===== src/rtl/shift_pkg.sv =====
// Shared types and constants for the multi-cycle shift sequencer.
// Optional early completion is enabled with SHIFT_SEQ_EARLY_DONE_EN.
package shift_pkg;

  localparam int WIDTH  = 32;
  localparam int NSTAGE = 5;

  localparam logic [1:0] OP_SLL = 2'b00;
  localparam logic [1:0] OP_SRA = 2'b01;

  typedef enum logic [1:0] {
    IDLE  = 2'd0,
    SHIFT = 2'd1,
    DONE  = 2'd2
  } state_e;

  // True when no shift amount bits remain below stage k.
  function automatic logic low_bits_zero(
    input logic [4:0] sh,
    input logic [2:0] k
  );
    logic [4:0] mask;
    mask = (5'd1 << k) - 5'd1;
    return (sh & mask) == 5'd0;
  endfunction

endpackage


===== src/rtl/shift_sequencer_if.sv =====
// Request/response bundle between the execute stage and the shifter.
// Shared by the base and SHIFT_SEQ_EARLY_DONE_EN builds.
interface shift_sequencer_if;
  import shift_pkg::*;

  logic             in_start;
  logic [1:0]       in_op;
  logic [WIDTH-1:0] in_A;
  logic [4:0]       in_shamt;
  logic [WIDTH-1:0] out_result;
  logic             out_valid;
  logic             out_busy;

  modport master (
    output in_start,
    output in_op,
    output in_A,
    output in_shamt,
    input  out_result,
    input  out_valid,
    input  out_busy
  );

  modport slave (
    input  in_start,
    input  in_op,
    input  in_A,
    input  in_shamt,
    output out_result,
    output out_valid,
    output out_busy
  );

endinterface


===== src/rtl/shift_stage_var.sv =====
// One selectable barrel stage: shifts by 2^k when enabled.
// Identical in base and SHIFT_SEQ_EARLY_DONE_EN builds.
module shift_stage_var
  import shift_pkg::*;
(
  input  logic [WIDTH-1:0] acc_i,
  input  logic [2:0]       k_i,
  input  logic             en_i,
  input  logic [1:0]       op_i,
  output logic [WIDTH-1:0] acc_o
);

  logic [5:0] amt;

  assign amt = 6'd1 << k_i;

  // Unknown op codes fall back to a logical left shift.
  always_comb begin
    acc_o = acc_i;
    if (en_i) begin
      if (op_i == OP_SRA) begin
        acc_o = $unsigned($signed(acc_i) >>> amt);
      end else begin
        acc_o = acc_i << amt;
      end
    end
  end

endmodule


===== src/rtl/shift_sequencer.sv =====
// Sequential SLL/SRA unit, one barrel stage (16,8,4,2,1) per cycle.
// SHIFT_SEQ_EARLY_DONE_EN ends the pass once no shamt bits remain.
module shift_sequencer
  import shift_pkg::*;
(
  input  logic              clock,
  input  logic              reset,
  shift_sequencer_if.slave  bus
);

  state_e           state_q;
  logic [WIDTH-1:0] acc_q;
  logic [WIDTH-1:0] acc_d;
  logic [WIDTH-1:0] result_q;
  logic [4:0]       shamt_q;
  logic [1:0]       op_q;
  logic [2:0]       k_q;
  logic             valid_q;
  logic             busy_q;
  logic             last;

  shift_stage_var u_stage (
    .acc_i (acc_q),
    .k_i   (k_q),
    .en_i  (shamt_q[k_q]),
    .op_i  (op_q),
    .acc_o (acc_d)
  );

`ifdef SHIFT_SEQ_EARLY_DONE_EN
  assign last = low_bits_zero(shamt_q, k_q);
`else
  assign last = (k_q == 3'd0);
`endif

  always_ff @(posedge clock) begin
    if (reset) begin
      state_q  <= IDLE;
      acc_q    <= '0;
      result_q <= '0;
      shamt_q  <= '0;
      op_q     <= OP_SLL;
      k_q      <= 3'(NSTAGE - 1);
      valid_q  <= 1'b0;
      busy_q   <= 1'b0;
    end else begin
      unique case (state_q)
        IDLE, DONE: begin
          valid_q <= 1'b0;
          if (bus.in_start) begin
            acc_q   <= bus.in_A;
            shamt_q <= bus.in_shamt;
            op_q    <= bus.in_op;
            k_q     <= 3'(NSTAGE - 1);
            busy_q  <= 1'b1;
            state_q <= SHIFT;
          end else begin
            state_q <= IDLE;
          end
        end
        SHIFT: begin
          acc_q <= acc_d;
          if (last) begin
            result_q <= acc_d;
            valid_q  <= 1'b1;
            busy_q   <= 1'b0;
            state_q  <= DONE;
          end else begin
            k_q <= k_q - 3'd1;
          end
        end
        default: begin
          valid_q <= 1'b0;
          busy_q  <= 1'b0;
          state_q <= IDLE;
        end
      endcase
    end
  end

  assign bus.out_result = result_q;
  assign bus.out_valid  = valid_q;
  assign bus.out_busy   = busy_q;

endmodule


===== src/flat_wrapper.sv =====
// flat-port wrapper written by rule: the top's interface ports become plain ports
module shift_sequencer_flat import shift_pkg::*;
  (clock, reset, bus_in_start, bus_in_op, bus_in_A, bus_in_shamt, bus_out_result, bus_out_valid, bus_out_busy);
  shift_sequencer_if bus_i ();
  input  logic clock;
  input  logic reset;
  input wire logic [$bits(bus_i.in_start)-1:0] bus_in_start;
  input wire logic [$bits(bus_i.in_op)-1:0] bus_in_op;
  input wire logic [$bits(bus_i.in_A)-1:0] bus_in_A;
  input wire logic [$bits(bus_i.in_shamt)-1:0] bus_in_shamt;
  output wire logic [$bits(bus_i.out_result)-1:0] bus_out_result;
  output wire logic [$bits(bus_i.out_valid)-1:0] bus_out_valid;
  output wire logic [$bits(bus_i.out_busy)-1:0] bus_out_busy;
  assign bus_i.in_start = bus_in_start;
  assign bus_i.in_op = bus_in_op;
  assign bus_i.in_A = bus_in_A;
  assign bus_i.in_shamt = bus_in_shamt;
  assign bus_out_result = bus_i.out_result;
  assign bus_out_valid = bus_i.out_valid;
  assign bus_out_busy = bus_i.out_busy;
  shift_sequencer u_core (.clock(clock), .reset(reset), .bus(bus_i));
endmodule

===== config.mk =====
export PLATFORM = sky130hd
export DESIGN_NAME = shift_sequencer_flat
export DESIGN_NICKNAME = d
export VERILOG_FILES = /design/src/rtl/shift_pkg.sv /design/src/rtl/shift_sequencer_if.sv /design/src/rtl/shift_stage_var.sv /design/src/rtl/shift_sequencer.sv /design/src/flat_wrapper.sv
export SDC_FILE = /design/constraint.sdc
export NUM_CORES = 1
export LEC_CHECK = 0
export ABC_AREA = 1
export ABC_CLOCK_PERIOD_IN_PS = 5500
export BUFFER_PORTS_ARGS = -buffer_cell sky130_fd_sc_hd__buf_2
export CORE_ASPECT_RATIO = 0.8
export CORE_MARGIN = 8
export CORE_UTILIZATION = 56
export DETAILED_ROUTE_END_ITERATION = 10
export GPL_TIMING_DRIVEN = 0
export PLACE_DENSITY = 0.77
export REMOVE_ABC_BUFFERS = 1
export SETUP_SLACK_MARGIN = 0.4
export SLEW_MARGIN = 20
export SYNTH_ARGS = -nofsm -noshare
export SYNTH_HDL_FRONTEND = slang
export SYNTH_SLANG_ARGS = --single-unit

===== constraint.sdc =====
create_clock -name clock -period 5.5 [get_ports clock]
set_input_delay 0.55 -clock clock [delete_from_list [all_inputs] [get_ports clock]]
set_output_delay 0.55 -clock clock [all_outputs]
set_load 0.005 [all_outputs]

==> summary.txt <==
Placed design
  – Placed instance count: around 1400
  – Buffers on Ports: 75
  – Detailed placement HPWL: roughly 18000 µm
  – Gpl congestion: ~1

Floorplan
  – FP Rows: 35
  – Die Y: approximately 110 µm
  – I/O pin cnt: 76
  – Die X: about 140 µm
  – Core Footprint: around 12000 µm²
  – Full die area: roughly 16000 µm²
  – Initial core utilization: approximately 58%

Global route
  – Largest net degree at the start of global routing: 73
  – GR peak layer: met2
  – Gr usage total: a little under a third
  – Grt met2 use: 44.6%
  – Vias in the first global route: about 7600
  – First-pass GRT wire length: between 30000 and 40000 µm
  – Routing usage on met3: between 10% and 20%
  – Initial antenna violation count: 0
  – Gr ovfl total: 0
  – Grt met1 use: between 40 and 50%

Final layout
  – Share of layout cells above drive strength 1: a little under a tenth
  – Commonest non-fill, non-tap cells in the layout: 455 x nand2_1, 205 x nand3_1, 103 x o21ai_0
  – Most common cell after layout, fill and taps aside: nand2_1
  – Post-Layout Cell Count: 1396
  – Final Util: around 63%
  – Area growth syn-to-layout: 9.18%
  – Fillers: roughly 1200
  – # diodes: 0
  – Layout net count: around 1300

STA
  – Final Setup Violations: 0
  – Peak Freq: ~220 MHz
  – Crit path time final: 4.58 ns
  – RSZ-0062 raised after global routing: no
  – Hold_ws: about 0.46 ns
  – Period utilisation layout: 83.3%
  – Final hold violations: 0
  – Max-slew headroom: 29.1%
  – Setup TNS: 0 ns
  – Slew Limit Fails: 0
  – Worst slew pin tran: roughly 1.1 ns
  – Final Skew: 0.0112 ns

Setup path
  – Critical path capture point type: flip-flop
  – Crit Path Category: reg2reg
  – WP data arrival: 4.84 ns
  – Cells on worst reg2reg path: 13
  – RR Endpoint: u_core.acc_q[14]$_SDFFE_PP0P_
  – CP max FO: 16
  – WP data required: just under 6 ns
  – CP startpoint kind: flip-flop
  – R2r startpoint: u_core.k_q[0]$_SDFFE_PP0P_
  – Reg2Reg Setup Slack: 0.92 ns

Clock network
  – Cts bufs inserted: 9
  – Bufs on Longest Clock Path: 2
  – Post-CTS sizing: 0
  – Clk sinks: 78
  – Worst-path clk slew: roughly 0.060 ns
  – Clk_lat worst skew: around 0.34 ns
  – CTS H-tree lvls: 3
  – CTS root buf: clkbuf_16
  – Hold-fix buffers, CTS: 0
  – TritonCTS clock tree: built
  – Setup bufs post-CTS: 0

Detailed routing
  – Via density: 6.13
  – Drt total wl: 25000 µm
  – Routed length per placed instance: 17.9 µm
  – DR DRC count: 0
  – ANT nets after route: 0
  – TritonRoute pass-1 iters: 6
  – Routed vias: 8560
  – Iter 0 DRT Violations: about 1400

Logic synthesis
  – Post-Syn Instances: 1231
  – Post-Syn Area per Cell: 5.43 µm²
  – Yosys cell types: 33
  – Synth top area share: between 20 and 30%
  – Yosys warns: 0
  – Yosys reg bits: 78
  – Synth area leaders: nand2_1 26%, dfxtp_1 23%, nand3_1 15%
  – Synthesized area: roughly 6700 µm²
  – Dominant cell type by area after synthesis: nand2_1
  – Sequential fraction of the synthesis area: 23.3%

Worst hold path
  – WHS Path Cells: 3
  – Hold crit path type: in2reg
  – Worst hold path endpoint: u_core.shamt_q[4]$_SDFFE_PP0P_
  – Hold Startpoint: bus_in_shamt[4]

Power and ir drop
  – PwrDens: 283 nW/µm²
  – Static Leak: 0.00357 µW
  – VDD IR max: around 0.00018 V

Status
  – Status: finished, final reports clean

Run
  – Max-Cap Viols: 0
==> worst max path at each step <==
stage,to,slack (ns),start,cells after the start
4_1_cts,u_core.bus.out_result[13]$_SDFFE_PP0P_,1.21,u_core.k_q[0]$_SDFFE_PP0P_,13
5_1_grt,u_core.acc_q[14]$_SDFFE_PP0P_,0.73,u_core.k_q[0]$_SDFFE_PP0P_,13
3_3_place_gp,u_core.bus.out_result[2]$_SDFFE_PP0P_,0.26,u_core.k_q[2]$_SDFFE_PP1P_,10
2_1_floorplan,u_core.bus.out_result[30]$_SDFFE_PP0P_,1.96,u_core.k_q[0]$_SDFFE_PP0P_,8
3_5_place_dp,u_core.bus.out_result[13]$_SDFFE_PP0P_,1.23,u_core.k_q[0]$_SDFFE_PP0P_,13
6_report,u_core.acc_q[14]$_SDFFE_PP0P_,0.92,u_core.k_q[0]$_SDFFE_PP0P_,13
==> per-layer routing <==
metal  wire [µm]  part of all wire, %
met3        3450                   14
met1       10800                   43
met2       10100                   40
met5           0                    0
met4         595                  2.4
==> cell families after synthesis <==
logic type | after synthesis | synth area share [%]
and+or+nand+nor | 736 | 45.9
AOI/OAI and AO/OA | 260 | 20.6
buffers and inverters | 151 | 9.11
DFF | 78 | 23.3
adders and majority gates | 5 | 0.935
muxes | 1 | 0.150
==> synth_stat cells <==
library cell / n
dfxtp_1: 78
nor3_1: 1
o21ai_1: 72
clkbuf_1: 38
or2_1: 2
a22o_1: 2
o31ai_1: 1
nand3_1: 205
ha_1: 5
nor2_2: 2
a21oi_1: 55
o2111ai_1: 2
o211ai_1: 12
and2_1: 3
nor2_1: 56
nand4_1: 5
a32o_1: 1
buf_2: 28
inv_2: 8
o21ai_0: 103
o22ai_1: 4
clkinv_1: 2
nand2_4: 1
nand2_1: 457
inv_1: 64
a21boi_0: 1
buf_4: 2
a31oi_1: 1
nand2_2: 3
mux2i_1: 1
o21a_1: 6
or2_2: 1
buf_1: 9
==> stage by stage <==
step                setup slack (ns)  instance area (µm²)  total power [µW]
floorplan                       1.96                 6360              1180
global placement               0.261                 6920              1420
detailed placement              1.23                 7010              1440
CTS                             1.21                 7300              2040
global route                   0.726                 7300              2180
finish                         0.921                 7300              2070
==> registers in the layout, indices dropped and copies added (netlist names) <==
signal	cells
u_core.acc_q	32
u_core.bus.out_busy	1
u_core.bus.out_result	32
u_core.bus.out_valid	1
u_core.k_q	3
u_core.op_q	2
u_core.shamt_q	5
u_core.state_q	2
==> area by class of cell <==
cell class / count / area (µm²) / area share (%)
repair buffers: 79 / 445 / 6.10
clock inverters: 6 / 62.6 / 0.857
multi-input cells: 1002 / 4550 / 62.2
well taps: 148 / 185 / 2.54
flip-flops and latches: 78 / 1560 / 21.4
inverters: 74 / 278 / 3.80
clock buffers: 9 / 225 / 3.08
==> power by group <==
part	internal (µW)	leakage [µW]	switching [µW]	total (µW)
logic	236	0.00279	578	814
registers	609	0.000638	40.9	650
clock network	349	0.000145	257	606
==> worst max-delay path: stages, from the launching register on <==
cell and delay, ns:
dfxtp_1 0.45, inv_1 0.18, ha_1 0.44, nand2_1 0.46
inv_2 0.28, nor2_2 0.72, inv_2 0.30, nor2_1 0.73
inv_1 0.26, o21ai_1 0.19, inv_1 0.06, nand2_1 0.16
nand3_1 0.10, a21oi_1 0.16
No activity file was read; power rests on OpenSTA's default activity.
